**src/rtl/serial_alu_seq.sv**
```systemverilog
// Bit-serial ALU sequencer: one 1-bit AND/OR/ADD slice reused over WIDTH cycles,
// with operand capture, carry sequencing, result assembly and flag generation.
module serial_alu_seq #(
    parameter int unsigned WIDTH = 32,
    parameter int unsigned CNT_W = $clog2(WIDTH)
) (
    input  logic             clk,
    input  logic             reset_n,
    input  logic             start,
    input  logic [WIDTH-1:0] a,
    input  logic [WIDTH-1:0] b,
    input  logic [3:0]       alu_op,
    output logic             ready,
    output logic             done,
    output logic [WIDTH-1:0] result,
    output logic             zero,
    output logic             carry_out,
    output logic             overflow
);

    typedef enum logic [1:0] {
        S_IDLE = 2'd0,
        S_RUN  = 2'd1,
        S_DONE = 2'd2
    } state_t;

    localparam logic [CNT_W-1:0] LAST_BIT = CNT_W'(WIDTH - 1);

    state_t           state_q, state_d;
    logic [CNT_W-1:0] cnt_q, cnt_d;
    logic             carry_q, carry_d;
    logic [WIDTH-1:0] a_q, a_d;
    logic [WIDTH-1:0] b_q, b_d;
    logic [3:0]       op_q, op_d;
    logic [WIDTH-1:0] result_q, result_d;
    logic             carry_out_q, carry_out_d;
    logic             overflow_q, overflow_d;
    logic             ready_q, ready_d;
    logic             done_q, done_d;

    logic             slice_x;
    logic             slice_y;
    logic             slice_sum;
    logic             slice_cout;
    logic             slice_bit;

    // One-bit ALU slice operating on the bit selected by the counter
    always_comb begin
        slice_x    = a_q[cnt_q] ^ op_q[3];
        slice_y    = b_q[cnt_q] ^ op_q[2];
        slice_sum  = slice_x ^ slice_y ^ carry_q;
        slice_cout = (slice_x & slice_y) | (slice_x & carry_q) | (slice_y & carry_q);
        if (op_q[1]) begin
            slice_bit = slice_sum;
        end else if (op_q[0]) begin
            slice_bit = slice_x | slice_y;
        end else begin
            slice_bit = slice_x & slice_y;
        end
    end

    // Next-state, datapath update and registered handshake outputs
    always_comb begin
        state_d     = state_q;
        cnt_d       = cnt_q;
        carry_d     = carry_q;
        a_d         = a_q;
        b_d         = b_q;
        op_d        = op_q;
        result_d    = result_q;
        carry_out_d = carry_out_q;
        overflow_d  = overflow_q;

        case (state_q)
            S_IDLE: begin
                if (start) begin
                    a_d         = a;
                    b_d         = b;
                    op_d        = alu_op;
                    cnt_d       = '0;
                    // Inverted B pre-loads carry-in of 1 for two's-complement subtract
                    carry_d     = alu_op[2];
                    result_d    = '0;
                    carry_out_d = 1'b0;
                    overflow_d  = 1'b0;
                    state_d     = S_RUN;
                end
            end
            S_RUN: begin
                result_d[cnt_q] = slice_bit;
                carry_d         = slice_cout;
                if (cnt_q == LAST_BIT) begin
                    carry_out_d = slice_cout;
                    overflow_d  = carry_q ^ slice_cout;
                    state_d     = S_DONE;
                end else begin
                    cnt_d = cnt_q + CNT_W'(1);
                end
            end
            S_DONE: begin
                state_d = S_IDLE;
            end
            default: begin
                state_d = S_IDLE;
            end
        endcase

        ready_d = (state_d == S_IDLE);
        done_d  = (state_d == S_DONE);
    end

    // State and datapath registers with synchronous active-low reset
    always_ff @(posedge clk) begin
        if (!reset_n) begin
            state_q     <= S_IDLE;
            cnt_q       <= '0;
            carry_q     <= 1'b0;
            a_q         <= '0;
            b_q         <= '0;
            op_q        <= '0;
            result_q    <= '0;
            carry_out_q <= 1'b0;
            overflow_q  <= 1'b0;
            ready_q     <= 1'b1;
            done_q      <= 1'b0;
        end else begin
            state_q     <= state_d;
            cnt_q       <= cnt_d;
            carry_q     <= carry_d;
            a_q         <= a_d;
            b_q         <= b_d;
            op_q        <= op_d;
            result_q    <= result_d;
            carry_out_q <= carry_out_d;
            overflow_q  <= overflow_d;
            ready_q     <= ready_d;
            done_q      <= done_d;
        end
    end

    assign ready     = ready_q;
    assign done      = done_q;
    assign result    = result_q;
    assign zero      = (result_q == '0);
    assign carry_out = carry_out_q;
    assign overflow  = overflow_q;

endmodule

```
**config.mk**
```make
export PLATFORM = sky130hd
export DESIGN_NAME = serial_alu_seq
export DESIGN_NICKNAME = d
export VERILOG_FILES = /design/src/rtl/serial_alu_seq.sv
export SDC_FILE = /design/constraint.sdc
export NUM_CORES = 1
export LEC_CHECK = 0
export ABC_AREA = 1
export BUFFER_PORTS_ARGS = -buffer_cell sky130_fd_sc_hd__buf_2
export CAP_MARGIN = 20
export CORE_ASPECT_RATIO = 0.7
export CORE_MARGIN = 3
export CORE_UTILIZATION = 59
export DETAILED_ROUTE_END_ITERATION = 8
export PLACE_DENSITY = 0.84
export SETUP_SLACK_MARGIN = 0.2
export SYNTH_ARGS = -nofsm -noshare
export SYNTH_HDL_FRONTEND = slang
export SYNTH_SLANG_ARGS = --single-unit
```
**constraint.sdc**
```tcl
create_clock -name clk -period 3.7 [get_ports clk]
set_clock_uncertainty 0.1 [all_clocks]
set_input_delay 0.555 -clock clk [delete_from_list [all_inputs] [get_ports clk]]
set_output_delay 0.555 -clock clk [all_outputs]
set_load 0.01 [all_outputs]
```
* Yosys cells after proc, flatten, opt, wreduce, memory -nomap -nowiden
Cells that the tools add are included.
Storage, ports and cells: flip-flop bits (word level) 112, input port bits 71, output and inout port bits 37, word-level logic and storage cells 64
Operators by class: add/subtract/negate cells 1, magnitude comparators 2, equal/unequal tests 6, muxes and demuxes 24, bitwise logic cells 11, reductions and logical operators 9
Operator list (count):
- 32-bit case mux with 2 select lines | 1
- 32-bit bitwise mux | 1
- 32-bit logical NOT | 1
- 32-bit 2-to-1 mux | 1
- 1-bit binary-select mux with 5-bit select | 2
- 5-bit 2-to-1 mux | 2
- 5-bit case mux with 2 select lines | 1
- 1-bit 2-to-1 mux | 9
- 5-bit by 6-bit < comparator with 1-bit output (second input constant) | 1
- 2-bit inequality test (second input constant) | 3
- 1-bit case mux with 2 select lines | 3
- 3-bit AND reduction | 2
- 5-bit by 1-bit adder with 5-bit output (second input constant) | 1
- 1-bit demux with 5-bit select | 1
- 5-bit equality test (second input constant) | 1
- 5-bit by 1-bit >= comparator with 1-bit output (second input constant) | 1
- 1-bit bitwise XOR | 5
- 2-bit logical NOT | 2
- 2-bit 2-to-1 mux | 2
- 2-bit case mux with 2 select lines | 1
- 2-bit AND reduction | 2
- 1-bit AND | 3
- 1-bit OR | 3
- 2-bit by 1-bit equality test with 1-bit output (second input constant) | 1
- 3 further kinds | 3

* Depth between registers and ports, before layout
depth in word-level cells 9, mapped depth 19, depth with buffers taken out 16

* Least setup slack after synthesis
Ideal clock, no wire load.
path type reg-to-reg, start register cnt_q[0], end register result_q[10] (netlist: result[10]), library setup time 0.118 ns, data arrival time 2.041 ns, data required time 3.482 ns, slack 1.441 ns, cell stages (with the launch flop) 18, buffers on the path 3, period minus slack after synthesis 2.259 ns, cell sequence dfxtp_1 > buf_6 > buf_4 > nand2_1 > nand3_1 > nand2_1 > nand2_1 > nand2_1 > nor2_1 > nand2_1 > nand2_1 > nand2_1 > ha_1 > xnor2_1 > nand2_1 > nand2_4 > buf_6 > a21oi_2
Between the ends: cells in the longest elaborated chain, start to end 8, elaborated cells on any way between the ends 19, classes of those cells order compare: 2; mux: 10; bitwise: 6; reduce/logical: 1
Ends and longest elaborated chain:
- from (decl) | RTL line 30 | logic [CNT_W-1:0] cnt_q, cnt_d;
- from (signal assigned) | RTL line 128 | cnt_q <= cnt_d;
- 1-bit binary-select mux with 5-bit select, on equally long branches | RTL line 49, 50
- 1-bit 2-to-1 mux, on equally long branches | RTL line 49, 50
- 1-bit bitwise XOR, on equally long branches | RTL line 49, 50
- 1-bit AND (tied with other cells) | RTL line 58 | slice_bit = slice_x & slice_y;
- 1-bit 2-to-1 mux or 1-bit bitwise XOR (tied branches) | RTL line 55, 51
- 1-bit 2-to-1 mux | RTL line 53 | if (op_q[1]) begin
- 32-bit bitwise mux * | RTL line 90 | result_d[cnt_q] = slice_bit;
- 32-bit case mux with 2 select lines * | RTL line 74 | case (state_q)
- to (signal assigned) | RTL line 133 | result_q <= result_d;
- to (decl) | RTL line 35 | logic [WIDTH-1:0] result_q, result_d;
Mark *: on every way between the ends. The rest lies on a longest branch, timed or not. The select of a mux whose other input is x is not followed. A chain may end at the register's enable or synchronous reset.

* Worst setup path in the final report
start register cnt_q[0], end register result_q[0] (netlist: result[0])
Same word-level chain as after synthesis.

==> impl_metrics.csv <==
group,metric,value,unit
floorplan,core_region_area,8760,um^2
synth,synthesis.instances,817,
drt,post-route-drc-count,0,
worst_setup_path,timing.critical_path.from,"cnt_q[0]$_SDFFE_PN0P_",
worst_setup_path,critical_path_peak_fanout,37,
synth,synth_seq_cells,112,
clock_tree,cts_buffer_depth,2,
worst_setup_path,timing.critical_path.from_type,"flop",
floorplan,floorplan.io_pins,108,
floorplan,rows,28,
job,drv.max_cap_violation_count,0,
drt,drt.antenna.violating_nets,0,
floorplan,dieArea,10500,um^2
worst_setup_path,critPathArrivalTime,3290,ps
finish,layout_cell_share_with_drive_strength_beyond_1,18.6,%
clock_tree,insertion_delay,360,ps
timing,final-max-slew-violation-count,0,
timing,least_margin_pin_slew,663,ps
worst_setup_path,critical_path.endpoint_type,"flop",
worst_setup_path,timing.reg2reg.worst_path_depth,15,
placed_design,place_congestion,0.890,
worst_setup_path,timing.critical_path.max_delay_family,"simple AND/OR/NAND/NOR gates",
placed_design,post_dp_cell_area,5990,um^2
worst_setup_path,worstSetupPathType,"reg2reg",
floorplan,initial_core_util,62.7,%
timing,min_period_over_period,85.6,%
drt,drt_first_iter_violations,673,
worst_setup_path,critical_path.cell_chain,"buf_4 > nand2_1 > nand3_1 > nand2_1 > nand2_1 > nand2_1 > nor2_1 > nand2_1 > nand2_1 > nand2_2 > ha_1 > xnor2_1 > nand2_1 > nand2_4 > a21oi_1",
finish,area_delta_synth_final,14.7,%
grt,first_pass_grt_wire_length,23400,um
timing,timing.final.setup_violations,0,
finish,seqCellArea,2240,um^2
synth,synth.yosys.seq_area_share,40.8,%
drt,num_vias,5500,
drt,routed_via_density,5.38,
synth,yosys_top_cell_area_share,40.8,%
synth,number_of_enable_flip_flop_cells_after_synthesis,0,
power,power_per_cell_area,432,nW/um^2
worst_setup_path,critPathMostFrequentCell,"nand2_1",
clock_tree,clk_pin_slew,70,ps
synth,synth.avg_cell_area,6.72,um^2
worst_setup_path,crit_required,3820,ps
power,ir_worst_vdd,0.267,mV
grt,antenna_found_initial,0,
drt,detail_route.first_pass.iterations,5,
clock_tree,cts-root-buf,"clkbuf_16",
synth,synthTopCellsByArea,"dfxtp_1 (41%), nand2_1 (13%), inv_1 (7.0%)",
synth,ys_async_sr_fraction,0,%
placed_design,detailedPlacementHpwl,10300,um
worst_setup_path,reg2reg_setup_slack,530,ps
clock_tree,post_cts_resize_count,0,
synth,synth_area,5490,um^2
grt,first_global_vias,5012,
grt,total_global_route_track_usage,27.4,%
finish,nets_final,974,
status,run_status,"complete, no violations",
worst_setup_path,cp_num_cells,15,
power,power_leakage,0.00292,uW
drt,postRouteWirelength,14200,um
min_path,worstHoldPathType,"in2reg",
worst_setup_path,critPathBufInv,1,
finish,n_antenna_cell,0,
clock_tree,cts-buffers-inserted,9,
clock_tree,cts_tree,"done",
synth,synth_top_area_cell,"dfxtp_1",
synth,synthTopCellsByCount,"nand2_1 (192), dfxtp_1 (112), inv_1 (102), nor2_1 (102), o21ai_0 (72)",
drt,post_drt_wl_per_cell,13.9,um
synth,yosys_most_used_dff,"dfxtp_1",
worst_setup_path,critical-path-slowest-cell,"dfxtp_1",
floorplan,fp.dieH,86.7,um
timing,final.setup.tns,0,ps
synth,synth_warnings,0,
worst_setup_path,timing.rr.start,"cnt_q[0]$_SDFFE_PN0P_",
clock_tree,cts_htree_levels,3,
floorplan,chipWidth,121,um
grt,grt_start_max_net_pins,61,
timing,timing.max_slew.rel_slack,55.5,%
synth,synth_nets,894,
clock_tree,cts.repair_timing.setup_buffer_count,0,
power,design_power_total,2720,uW
clock_tree,cts_hold_repair.buffers,0,
timing,finalCriticalPeriod,3170,ps
synth,synth_cell_types,27,
worst_setup_path,timing.critical_path.slowest_cell_delay,580,ps
worst_setup_path,reg2reg_to,"result[0]$_SDFFE_PN0P_",
finish,multiInputGateArea,2600,um^2
finish,final_cell_area,6290,um^2
timing,max_freq,316,MHz
timing,finalHoldViolCount,0,
grt,globalRouteOverflowTotal,0,
clock_tree,clkSinkCount,112,
placed_design,numPortBuffers,107,
finish,fillCellCount,703,
worst_setup_path,endpoint,"result[0]$_SDFFE_PN0P_",
timing,setup_repair_after_global_routing_missed_its_margin,"no",
synth,post-synth-top-count-cell,"nand2_1",
==> worst min-delay path by stage <==
| stage | from | to | slack, ps | cells past startpoint |
|---|---|---|---|---|
| global placement | b_q[10]$_SDFFE_PN0P_ | b_q[10]$_SDFFE_PN0P_ | 340 | 2 |
| finish | a[24] | a_q[24]$_SDFFE_PN0P_ | 350 | 3 |
| global route | a[24] | a_q[24]$_SDFFE_PN0P_ | 360 | 3 |
| CTS | a[24] | a_q[24]$_SDFFE_PN0P_ | 340 | 3 |
| floorplan | b_q[10]$_SDFFE_PN0P_ | b_q[10]$_SDFFE_PN0P_ | 330 | 2 |
| detailed placement | a_q[11]$_SDFFE_PN0P_ | a_q[11]$_SDFFE_PN0P_ | 350 | 2 |
==> kinds of logic (layout without fill, tap and decap cells) <==
family	count (synthesis)	in the layout	share of synthesized area (%)
AO/OA/AOI/OAI	164	164	17.1
XOR/XNOR	2	2	0.319
adder cells (fa/ha/maj)	6	6	1.37
buffers and inverters	154	239	12.1
flip-flops	112	112	40.8
AND/OR/NAND/NOR	379	379	28.3
==> cells in the final DEF (no fill, tap or decap), drive strengths merged, types with 3 or more instances in the layout <==
cell type  netlist  layout
nand2          195     195
buf             20     114
dfxtp          112     112
inv            107     107
nor2           102     102
a21oi           90      90
o21ai           73      73
nand3           61      61
clkbuf          25      12
nor3            11      11
nor4             8       8
ha               6       6
clkinv           2       3
==> layout make-up <==
type / instances / share of cell area (%)
clock buffer: 12 / 3.92
clock inverter: 4 / 0.855
inverter: 109 / 6.58
multi-input combinational: 551 / 41.3
sequential: 112 / 35.6
tap: 120 / 2.39
timing repair buffer: 114 / 9.38
==> flip-flops by register name, indices dropped and copies added (netlist names) <==
name       count
a_q           32
b_q           32
result        32
cnt_q          5
op_q           4
state_q        2
carry_out      1
carry_q        1
done           1
overflow       1
ready          1
==> through the flow <==
stage | util [%] | setup slack, ps | hold slack [ps] | std cells
final | 71.9 | 533 | 352 | 1022
after global routing | 71.9 | 286 | 362 | 1022
after floorplan | - | 1440 | 329 | 817
after CTS | 71.9 | 569 | 343 | 1022
after detailed placement | 68.4 | 607 | 347 | 1006
after global placement | 68.4 | 782 | 343 | 1006
==> tightest hold or removal path, delay by kind of cell <==
kind                   cells  cell delay (ps)
and+or+nand+nor            1               80
buffers and inverters      1               70
AOI/OAI and AO/OA          1               70
==> power breakdown <==
part           switching, uW  internal, uW  leakage (uW)
combinational            291           137       0.00186
sequential              32.0          1270      0.000920
clock                    442           546      0.000139
==> layer usage <==
| layer | vias up | part of all wire, % | track usage, % | routed length, um |
|---|---|---|---|---|
| li1 | 2743 | - | - | - |
| met1 | 2486 | 46 | 38.8 | 6590 |
| met2 | 242 | 44 | 42.2 | 6250 |
| met3 | 29 | 8.3 | 6.39 | 1180 |
| met4 | 0 | 1.6 | 7.73 | 233 |
| met5 | - | 0 | 0 | 0 |
(Power assumes the default switching activity.)
